===== config.mk =====
export PLATFORM = sky130hd
export DESIGN_NAME = period_meter
export DESIGN_NICKNAME = d
export VERILOG_FILES = /design/src/rtl/period_meter_pkg.sv /design/src/rtl/period_meter_edge_sync.sv /design/src/rtl/period_meter.sv
export SDC_FILE = /design/constraint.sdc
export NUM_CORES = 1
export LEC_CHECK = 0
export ABC_CLOCK_PERIOD_IN_PS = 5300
export CORE_MARGIN = 2
export CORE_UTILIZATION = 50
export CTS_BUF_LIST = sky130_fd_sc_hd__clkbuf_8 sky130_fd_sc_hd__clkbuf_16
export DETAILED_ROUTE_END_ITERATION = 7
export GPL_TIMING_DRIVEN = 0
export PLACE_DENSITY = 0.72
export SLEW_MARGIN = 10
export SYNTH_ARGS = -nofsm -noshare
export SYNTH_HDL_FRONTEND = slang
export SYNTH_SLANG_ARGS = --single-unit

===== constraint.sdc =====
create_clock -name clk_in -period 5.3 [get_ports clk_in]
set_input_delay 0.795 -clock clk_in [delete_from_list [all_inputs] [get_ports clk_in]]
set_output_delay 0.795 -clock clk_in [all_outputs]
set_load 0.005 [all_outputs]

===== src/rtl/period_meter_pkg.sv =====
// period_meter_pkg
// Shared definitions for the reference-input period meter.
//   state_t        : measurement FSM encoding (IDLE, COUNT, TRACK)
//   DEFAULT_WIDTH  : count width shared with the frequency divider's period input
package period_meter_pkg;

    typedef enum logic [1:0] {
        IDLE  = 2'd0,
        COUNT = 2'd1,
        TRACK = 2'd2
    } state_t;

    localparam int DEFAULT_WIDTH       = 12;
    localparam int DEFAULT_SYNC_STAGES = 2;

endpackage


===== src/rtl/period_meter_edge_sync.sv =====
// edge_sync
// Brings an asynchronous square wave into the clk domain and flags every
// transition (rising or falling) as a one-cycle pulse.
// Ports:
//   clk       in   system clock
//   rst       in   asynchronous active-high reset
//   sig_in    in   asynchronous input
//   sig_edge  out  high for one cycle after each synchronized transition
module edge_sync #(
    parameter int SYNC_STAGES = 2
) (
    input  logic clk,
    input  logic rst,
    input  logic sig_in,
    output logic sig_edge
);

    logic [SYNC_STAGES-1:0] sync_reg;
    logic                   hist_reg;

    genvar gi;
    generate
        for (gi = 0; gi < SYNC_STAGES; gi++) begin : g_sync
            if (gi == 0) begin : g_first
                always_ff @(posedge clk or posedge rst) begin
                    if (rst) sync_reg[0] <= 1'b0;
                    else     sync_reg[0] <= sig_in;
                end
            end else begin : g_rest
                always_ff @(posedge clk or posedge rst) begin
                    if (rst) sync_reg[gi] <= 1'b0;
                    else     sync_reg[gi] <= sync_reg[gi-1];
                end
            end
        end
    endgenerate

    // History flop: one cycle behind the last synchronizer stage.
    always_ff @(posedge clk or posedge rst) begin
        if (rst) hist_reg <= 1'b0;
        else     hist_reg <= sync_reg[SYNC_STAGES-1];
    end

    assign sig_edge = sync_reg[SYNC_STAGES-1] ^ hist_reg;

endmodule


===== src/rtl/period_meter.sv =====
// period_meter
// Measures the edge-to-edge distance (half-period) of an asynchronous square
// wave in clk_in cycles, and reports validity, timeout and lock status.
// Ports:
//   clk_in        in   system clock, posedge
//   reset         in   asynchronous active-high reset
//   sig_in        in   asynchronous reference input
//   period_out    out  last measured half-period (WIDTH bits)
//   period_valid  out  one-cycle strobe when period_out updates
//   locked        out  high while consecutive measurements agree within TOL
//   timeout       out  one-cycle strobe when no edge arrives for 2^WIDTH-1 cycles
module period_meter
    import period_meter_pkg::*;
#(
    parameter int WIDTH       = DEFAULT_WIDTH,
    parameter int SYNC_STAGES = DEFAULT_SYNC_STAGES,
    parameter int TOL         = 1,
    parameter int LOCK_COUNT  = 4
) (
    input  logic             clk_in,
    input  logic             reset,
    input  logic             sig_in,
    output logic [WIDTH-1:0] period_out,
    output logic             period_valid,
    output logic             locked,
    output logic             timeout
);

    localparam logic [WIDTH-1:0]   CNT_MAX    = '1;
    localparam logic [WIDTH-1:0]   TOL_W      = WIDTH'(TOL);
    localparam int                 MATCH_W    = $clog2(LOCK_COUNT + 1);
    localparam logic [MATCH_W-1:0] MATCH_FULL = MATCH_W'(LOCK_COUNT);

    logic               sig_edge;

    state_t             state_reg, state_next;
    logic [WIDTH-1:0]   cnt_reg, cnt_next;
    logic [WIDTH-1:0]   prev_reg, prev_next;
    logic [WIDTH-1:0]   period_reg, period_next;
    logic [MATCH_W-1:0] match_reg, match_next;
    logic               valid_reg, valid_next;
    logic               locked_reg, locked_next;
    logic               timeout_reg, timeout_next;

    logic [WIDTH-1:0]   diff;
    logic [MATCH_W-1:0] match_inc;

    edge_sync #(
        .SYNC_STAGES (SYNC_STAGES)
    ) u_edge_sync (
        .clk      (clk_in),
        .rst      (reset),
        .sig_in   (sig_in),
        .sig_edge (sig_edge)
    );

    // Magnitude of the change between consecutive intervals, never wrapping.
    assign diff      = (cnt_reg >= prev_reg) ? (cnt_reg - prev_reg) : (prev_reg - cnt_reg);
    assign match_inc = (match_reg == MATCH_FULL) ? MATCH_FULL : (match_reg + MATCH_W'(1));

    always_ff @(posedge clk_in or posedge reset) begin
        if (reset) begin
            state_reg   <= IDLE;
            cnt_reg     <= '0;
            prev_reg    <= '0;
            period_reg  <= '0;
            match_reg   <= '0;
            valid_reg   <= 1'b0;
            locked_reg  <= 1'b0;
            timeout_reg <= 1'b0;
        end else begin
            state_reg   <= state_next;
            cnt_reg     <= cnt_next;
            prev_reg    <= prev_next;
            period_reg  <= period_next;
            match_reg   <= match_next;
            valid_reg   <= valid_next;
            locked_reg  <= locked_next;
            timeout_reg <= timeout_next;
        end
    end

    always_comb begin
        state_next   = state_reg;
        prev_next    = prev_reg;
        period_next  = period_reg;
        match_next   = match_reg;
        valid_next   = 1'b0;
        locked_next  = locked_reg;
        timeout_next = 1'b0;

        // The counter restarts at 1 on every edge so two edges k cycles apart
        // read back k; it saturates instead of wrapping.
        if (sig_edge)               cnt_next = WIDTH'(1);
        else if (cnt_reg != CNT_MAX) cnt_next = cnt_reg + WIDTH'(1);
        else                        cnt_next = cnt_reg;

        unique case (state_reg)
            IDLE: begin
                if (sig_edge) state_next = COUNT;
            end

            COUNT: begin
                // An edge arriving exactly at saturation is still a valid measurement.
                if (sig_edge) begin
                    period_next = cnt_reg;
                    valid_next  = 1'b1;
                    prev_next   = cnt_reg;
                    match_next  = '0;
                    locked_next = 1'b0;
                    state_next  = TRACK;
                end else if (cnt_reg == CNT_MAX) begin
                    timeout_next = 1'b1;
                    locked_next  = 1'b0;
                    match_next   = '0;
                    state_next   = IDLE;
                end
            end

            TRACK: begin
                if (sig_edge) begin
                    period_next = cnt_reg;
                    valid_next  = 1'b1;
                    prev_next   = cnt_reg;
                    if (diff <= TOL_W) begin
                        match_next  = match_inc;
                        locked_next = (match_inc == MATCH_FULL);
                    end else begin
                        match_next  = '0;
                        locked_next = 1'b0;
                    end
                end else if (cnt_reg == CNT_MAX) begin
                    timeout_next = 1'b1;
                    locked_next  = 1'b0;
                    match_next   = '0;
                    state_next   = IDLE;
                end
            end

            default: state_next = IDLE;
        endcase
    end

    assign period_out   = period_reg;
    assign period_valid = valid_reg;
    assign locked       = locked_reg;
    assign timeout      = timeout_reg;

endmodule

==> results.toml <==
[outcome]
status = "completed"

[floorplan]
num_rows = 27
core-area_um2 = 5510
start_util_pct = 52.1
io_pins = 18
die-area_um2 = 6360
die_width_um = 79.7
die_height_um = 79.7

[final_layout]
final_core_util_pct = 58.9
drive_gt1_share_pct = 6.35
final_common_cell = "nand2_1"
n_antenna_cell = 0
stdcell_count = 434
area_delta_synth_final_pct = 13.2
ff_latch_area_um2 = 876
multi_input_area_um2 = 1800
final_cell_mix = "nand2_1 (41), inv_1 (37), dfrtp_1 (35), ha_1 (30), nor2_1 (23)"
layout.nets = 396
fillers = 498

[synthesis]
syn_inst = 337
synth_area_per_cell_um2 = 8.51
syn_area_um2 = 2870
synth_area_leaders = "dfrtp_1 (31%), ha_1 (13%), nand2_1 (5.4%), inv_1 (5.0%), xnor2_1 (4.0%)"
synth_ff_type = "dfrtp_1"
synth-edff-count = 0
synthesis.nets = 372
ys_warn_count = 0
yosysTopAreaCellShare_pct = 30.5
async_reset_ff_share_pct = 100
ys_seq_area_share_pct = 30.5
yosysUniqueCellTypes = 57
ys_ff_latch = 35
synth_top_cell_by_area = "dfrtp_1"

[sta]
finalSetupViolCount = 0
maxSlewViolCount = 0
min_period_over_period_pct = 61.7
fmax_mhz = 306
rsz0062_at_grt = "no"
finalCriticalPeriod_ns = 3.27
fin_skew_ns = 0.0103
max-slew-margin-rel_pct = 39.0
tns_ns = 0
tightest_slew_ns = 0.907
layout_setup_ws_ns = 2.03
final_hold_viol_count = 0

[place]
gp_congestion = 0.893
dpl.hpwl_um = 5250
dpl_worst_slack_ns = 2.07
dp.cells = 426
portBuffers = 17

[clocking]
worstSkewPairLatency_ns = 0.29
cts-hold-fix-buffers = 0
cts_inserted_buffers = 5
ctsResizeCount = 0
cts_setup_buffers = 0
root_buffer = "clkbuf_8"
tritoncts = "done"
cts.sinks = 35
h-tree-depth = 2
clk_pin_slew_worst_paths_ns = 0.08
cts_max_path_buffers = 2

[critical_path]
path_max_fanout = 4
cp-end-kind = "flip-flop"
critPathKind = "flip-flop to flip-flop"
critPathSlowestCell = "a221oi_1"
required_ns = 5.50
cp_data_arrival_time_ns = 3.47
slowest_delay_ns = 0.51
cp-start-kind = "flip-flop"
cp_cell_sequence = "inv_1 -> ha_1 -> inv_1 -> fa_1 -> a21o_1 -> a221oi_1 -> a21oi_1 -> nor3_1 -> nor3_1 -> nor4b_2 -> nand3_2 -> o31ai_1"

[routing]
firstDrtPassIters = 5
vias_per_cell = 5.86
wire_per_inst_um = 15.9
drt-initial-drc-count = 207
drcViolationCount = 0
vias = 2544
drt-total-wl_um = 6890
ant_nets = 0

[pwr]
p_leak_nw = 1.49
power.density_nw_per_um2 = 454
ir_drop_v = 0.000308
p_total_mw = 1.48

[job]
maxCapViolCount = 0

[global_routing]
track_usage_pct = 23.6
antenna_found_initial = 0
grt_pass1_vias = 2428
grt_pass1_wl_um = 11600
grt_max_degree = 36
overflow = 0

[min_path]
min-delay-path-class = "flip-flop to flip-flop"
[kinds of logic (layout without fill, tap and decap cells)]
family,Yosys count,in the layout,share of synthesized area (%)
XOR/XNOR,17,17,5.19
AO/OA/AOI/OAI,93,93,23.0
adder cells (fa/ha/maj),32,32,14.5
multiplexers,2,2,0.698
buffers and inverters,49,74,6.85
AND/OR/NAND/NOR,109,109,19.2
flip-flops,35,35,30.5
[worst paths after layout]
check	start	end	slack, ns	depth (start not counted)
setup / recovery	period_out[0]	locked	2.03	12
hold / removal	u_edge_sync.sync_reg[0]	u_edge_sync.sync_reg[1]	0.36	0
setup reg to reg	period_out[0]	locked	2.03	12
hold reg to reg	u_edge_sync.sync_reg[0]	u_edge_sync.sync_reg[1]	0.36	0
max in group asynchronous	reset	cnt_reg[3]	3.88	2
min in group asynchronous	reset	u_edge_sync.hist_reg	0.95	2
[area by class of cell]
class / instances / area share [%]
Clock inverter: 2 / 1.08
Buffer: 11 / 1.66
Sequential cell: 35 / 27.0
Multi-Input combinational cell: 253 / 55.3
Clock buffer: 6 / 2.54
Timing Repair Buffer: 17 / 5.24
Inverter: 38 / 4.39
Tap cell: 72 / 2.78
[cells in the mapped netlist, drive strengths merged (2+ instances only)]
master and n:
a2111oi 4, a211oi 6, a21boi 3, a21o 9, a21oi 21, a221oi 4
a22o 2, and2 3, and3 4, buf 5, clkbuf 6, dfrtp 35
fa 2, ha 30, inv 38, mux2i 2, nand2 41, nand3 8
nand3b 2, nand4 6, nor2 23, nor3 6, nor3b 2, nor4 6
nor4b 3, o2111ai 2, o21a 2, o21ai 23, o21bai 2, o31a 2
o31ai 3, or3 2, xnor2 13, xor2 4
[through the flow]
| step | hold slack (ns) | area [um2] |
|---|---|---|
| global placement | 0.339 | 3130 |
| detailed placement | 0.348 | 3130 |
| floorplan | 0.331 | 2870 |
| finish | 0.359 | 3250 |
| CTS | 0.363 | 3250 |
| global route | 0.370 | 3250 |
[critical path, delay by kind of cell, from the launching register on]
family	cells	cell delay, ns
AND/OR/NAND/NOR	4	0.90
AO/OA/AOI/OAI	4	1.14
flip-flops	1	0.42
buffers and inverters	2	0.13
adder cells (fa/ha/maj)	2	0.58
[layer usage]
layer	vias up	track usage, %	wire length [um]
met5	-	0	0
met4	0	8.64	104
met3	11	4.07	285
met2	72	37.2	3190
met1	1220	32.6	3310
li1	1241	-	-
[where the power goes]
part	internal [mW]	switching, mW
sequential	0.296	0.0350
combinational	0.391	0.497
clock	0.152	0.104
Note: power is estimated with default switching activity, not from simulation.
==> edit 1 (same flow settings) <==
Set the package constant `DEFAULT_SYNC_STAGES` to 4 (it was 2).
--- a/src/rtl/period_meter_pkg.sv
+++ b/src/rtl/period_meter_pkg.sv
@@ -12,5 +12,5 @@
 
     localparam int DEFAULT_WIDTH       = 12;
-    localparam int DEFAULT_SYNC_STAGES = 2;
+    localparam int DEFAULT_SYNC_STAGES = 4;
 
 endpackage
Check against the original RTL: not equivalent (Yosys sat finds a counterexample within 10 cycles, from zero or initial values and one cycle with reset high).
==> edit 1 against the unedited design <==
  * Total power shrank 7.6%
  * Worst setup slack better by 0.14 ns
  * Sequential cell count is 2 higher
  * Wire length fell by 4.1%
  * Design area shrank 0.39%
  * Area after synthesis grew 0.65%
  * Final cell count unchanged
  * Worst hold slack worse by 0.00063 ns
  * Clock skew is 0.0030 ns lower
==> edit 1: results (changes against the unedited design) <==
WHS Path Cells 0 (unchanged); Least-Margin Pin Slew 0.744 ns (-0.163 ns); Metal-1 WL 3200 um (-3.4%); cell depth of the worst flop-to-flop path 13 (+1); Worst path slowest cell dfrtp_1; Critical Path Fanout Max 10 (+6); Avg WL per Cell 15.2 um (-4.1%); Peak supply drop 0.216 mV (-30%); outcome completed; Critical Path Source cnt_reg[0]; Sequential Power Share 0.251 (+0.027); global-route usage over all layers 0.222 (-0.0145); 1st-iter DRT viols 143 (-31%); Synth area leaders dfrtp_1 32%, ha_1 13%, inv_1 4.8%, nand2_1 4.8%, xnor2_1 3.9%; Post-synth top cells 37 x dfrtp_1, 37 x inv_1, 37 x nand2_1; R2R setup slack 2.17 ns (+0.14 ns); sw power 0.593 mW (-6.8%); Synth warnings 0 (unchanged); fraction of layout cells with a size suffix above 1 0.0580 (-0.00552); metal2 WL 3060 um (-4.1%); Via Count 2477 (-2.6%); H-tree depth 2 (unchanged); Post-DP HPWL 5120 um (-2.5%); slowest cell delay on critical path 0.42 ns (-0.09 ns); Skew-Pair Late Insertion Delay 0.29 ns (about the same); CTS Hold Buffers Added 0 (unchanged); Pleak 1.46 nW (-1.9%); skew final 0.00730 ns (-0.00302 ns); register area share after synthesis 0.321 (+0.0154); first-pass iteration count of the detailed router 4 (-1); RD Place Congestion 0.923 (+3.4%); final net count 396 (unchanged); hold endpoint u_edge_sync.sync_reg[3]; RR Endpoint match_reg[0]; vias in the first global route 2345 (-3.4%); synth unique cells 53 (-7.0%); first-pass GRT wire length 11100 um (-5.0%); Hold Crit Start u_edge_sync.sync_reg[2]; pin count of the biggest net entering global routing 38 (+5.6%)
edit 1: area by class of cell:
class / instances / area, sq um
Sequential cell: 37 / 926
Inverter: 37 / 139
Fill cell: 512 / 2310
Timing Repair Buffer: 17 / 170
Tap cell: 72 / 90.1
Buffer: 13 / 72.6
Clock buffer: 5 / 68.8
Clock inverter: 3 / 17.5
Multi-Input combinational cell: 250 / 1750
edit 1: power groups by stage:
stage	Combinational (mW)	Clock, mW	Sequential, mW
finish	0.829	0.191	0.342
detailed placement	0.823	0	0.348
global placement	0.809	0	0.346
floorplan	0.629	0	0.343
global route	0.918	0.208	0.347
CTS	0.827	0.194	0.342
edit 1: logic make-up after synthesis:
| family | count (synthesis) | share of synthesized area |
|---|---|---|
| and+or+nand+nor | 105 | 0.178 |
| AOI/OAI and AO/OA | 89 | 0.208 |
| buffers and inverters | 50 | 0.0733 |
| DFF | 37 | 0.321 |
| adders and majority gates | 32 | 0.144 |
| xor gates and xnor gates | 18 | 0.0546 |
| muxes | 6 | 0.0212 |
edit 1: stage by stage:
step                      setup WS (ns)  instances  utilization  area, sq um  hold WS [ns]
after detailed placement           2.24        426        0.568         3150         0.340
final                              2.17        434        0.584         3230         0.358
after CTS                          2.23        434        0.584         3230         0.361
after global routing               1.99        434        0.584         3230         0.366
after global placement             2.25        426        0.568         3150         0.337
after floorplan                    2.63        337            -         2890         0.331
edit 1: metal layers:
layer  up-vias  GRT usage
met5         -          0
met4         0     0.0559
met3         6     0.0271
met2        54      0.352
met1      1171      0.321
li1       1246          -
==> edit 2 (same settings) <==
Without the edit above. The 3 states of `state_t` get a one-hot encoding in 3 bits.
--- a/src/rtl/period_meter_pkg.sv
+++ b/src/rtl/period_meter_pkg.sv
@@ -5,8 +5,8 @@
 package period_meter_pkg;
 
-    typedef enum logic [1:0] {
-        IDLE  = 2'd0,
-        COUNT = 2'd1,
-        TRACK = 2'd2
+    typedef enum logic [2:0] {
+        IDLE  = 3'b001,
+        COUNT = 3'b010,
+        TRACK = 3'b100
     } state_t;
 
Behaviour: same outputs for any inputs over 10 cycles, from zero or initial values and one cycle with reset high; not proved beyond that.
==> edit 2 against the unedited design <==
  * Design area down 4.1%
  * Sequential share of layout area is 2.0 points higher
  * Sequential cell count increased by 1
  * Wire length is 13% lower
  * Area after synthesis fell by 4.3%
  * Total power shrank 17%
  * Worst setup slack worse by 0.21 ns
  * Core utilization grew 0.87 points
  * Largest power group unchanged
  * Highest routed layer unchanged
==> edit 2: results (changes against the unedited design) <==
Final Cycle Share 0.657 (+0.0397); Synth Instances 311 (-7.7%); register area share after synthesis 0.329 (+0.0234); cell area after layout 3110 sq um (-4.1%); final net count 366 (-7.6%); Internal 0.746 mW (-11%); 1st-iter DRT viols 146 (-29%); Post-DP Area 3000 sq um (-4.0%); met1 Track Usage GR 0.304 (-0.0218); Least-Margin Pin Slew 0.716 ns (-0.190 ns); skew final 0.00951 ns (-0.000808 ns); Avg WL per Cell 14.8 um (-6.9%); Pleak 1.39 nW (-6.7%); Peak supply drop 0.233 mV (-24%); hold slack 0.358 ns (-0.0000130 ns); met2 GRT Util 0.352 (-0.0205); fraction of layout cells with a size suffix above 1 0.0714 (+0.00789); Critical Path Source cnt_reg[0]; Post-DP HPWL 4630 um (-12%); outcome completed; Root Buffer clkbuf_8; Critical Path Fanout Max 7 (+3); vias in the first global route 2204 (-9.2%); first-pass GRT wire length 10500 um (-9.5%); final antenna diode count 0 (unchanged); via/cell ratio 5.65 (-3.6%); Filler Cell Count 482 (-3.2%); Setup Fix Bufs, Post-CTS 0 (unchanged); dpl ws 1.85 ns (-0.216 ns); global-route usage over all layers 0.218 (-0.0183); fin cells 406 (-6.5%); slowest cell delay on critical path 0.57 ns (+0.06 ns); cell depth of the worst flop-to-flop path 13 (+1); RD Place Congestion 0.851 (-4.7%); Worst Path Arrival 3.70 ns (+0.23 ns); RR Endpoint match_reg[2]; Metal-1 WL 2830 um (-15%); met3 Usage GRT 0.0287 (-0.0120); metal2 WL 2880 um (-9.5%); hold endpoint u_edge_sync.sync_reg[1]; pin count of the biggest net entering global routing 37 (+2.8%); Worst path slowest cell a2111oi_4; DR WL met3 232 um (-19%); syn_nets 342 (-8.1%)
-- edit 2: cell types whose count changed after synthesis, moves of 4 or more --
cell,unedited run,this run
nand2_1,41,27
nor4_1,5,0
mux2i_1,2,8
a21o_1,9,3
ha_1,30,26
o21ai_1,5,0
nand2b_1,0,6
nand4_1,6,10
-- edit 2: area by class of cell --
cell class                 count  share of cell area
timing repair buffer          17              0.0547
multi-input combinational    227               0.527
inverter                      35              0.0422
tap                           70              0.0281
buffer                        13              0.0229
clock inverter                 3              0.0137
sequential                    36               0.290
clock buffer                   5              0.0221
-- edit 2: power groups by stage --
stage | combinational (mW) | clock, mW | sequential, mW
floorplan | 0.511 | 0 | 0.336
global placement | 0.629 | 0 | 0.341
detailed placement | 0.637 | 0 | 0.343
CTS | 0.640 | 0.245 | 0.337
global route | 0.707 | 0.258 | 0.344
finish | 0.642 | 0.242 | 0.337
-- edit 2: kinds of logic after synthesis --
group / count (synthesis) / share of synthesized area
mux: 9 / 0.0333
fa+ha+maj: 28 / 0.133
buf+inv: 48 / 0.0739
compound gates: 75 / 0.191
simple gates: 98 / 0.186
xor+xnor: 17 / 0.0543
flops: 36 / 0.329
-- edit 2: worst register-to-register path, cell delays in order, from the launching register on --
cell and delay [ns]:
dfrtp_1 0.47, inv_1 0.09, ha_1 0.16, inv_1 0.05, fa_1 0.41, nand3_1 0.15
a311oi_2 0.13, a211oi_2 0.25, mux2_1 0.36, o31ai_1 0.32, nand4_1 0.20, a2111oi_4 0.57
a21oi_1 0.13, nor2_1 0.12
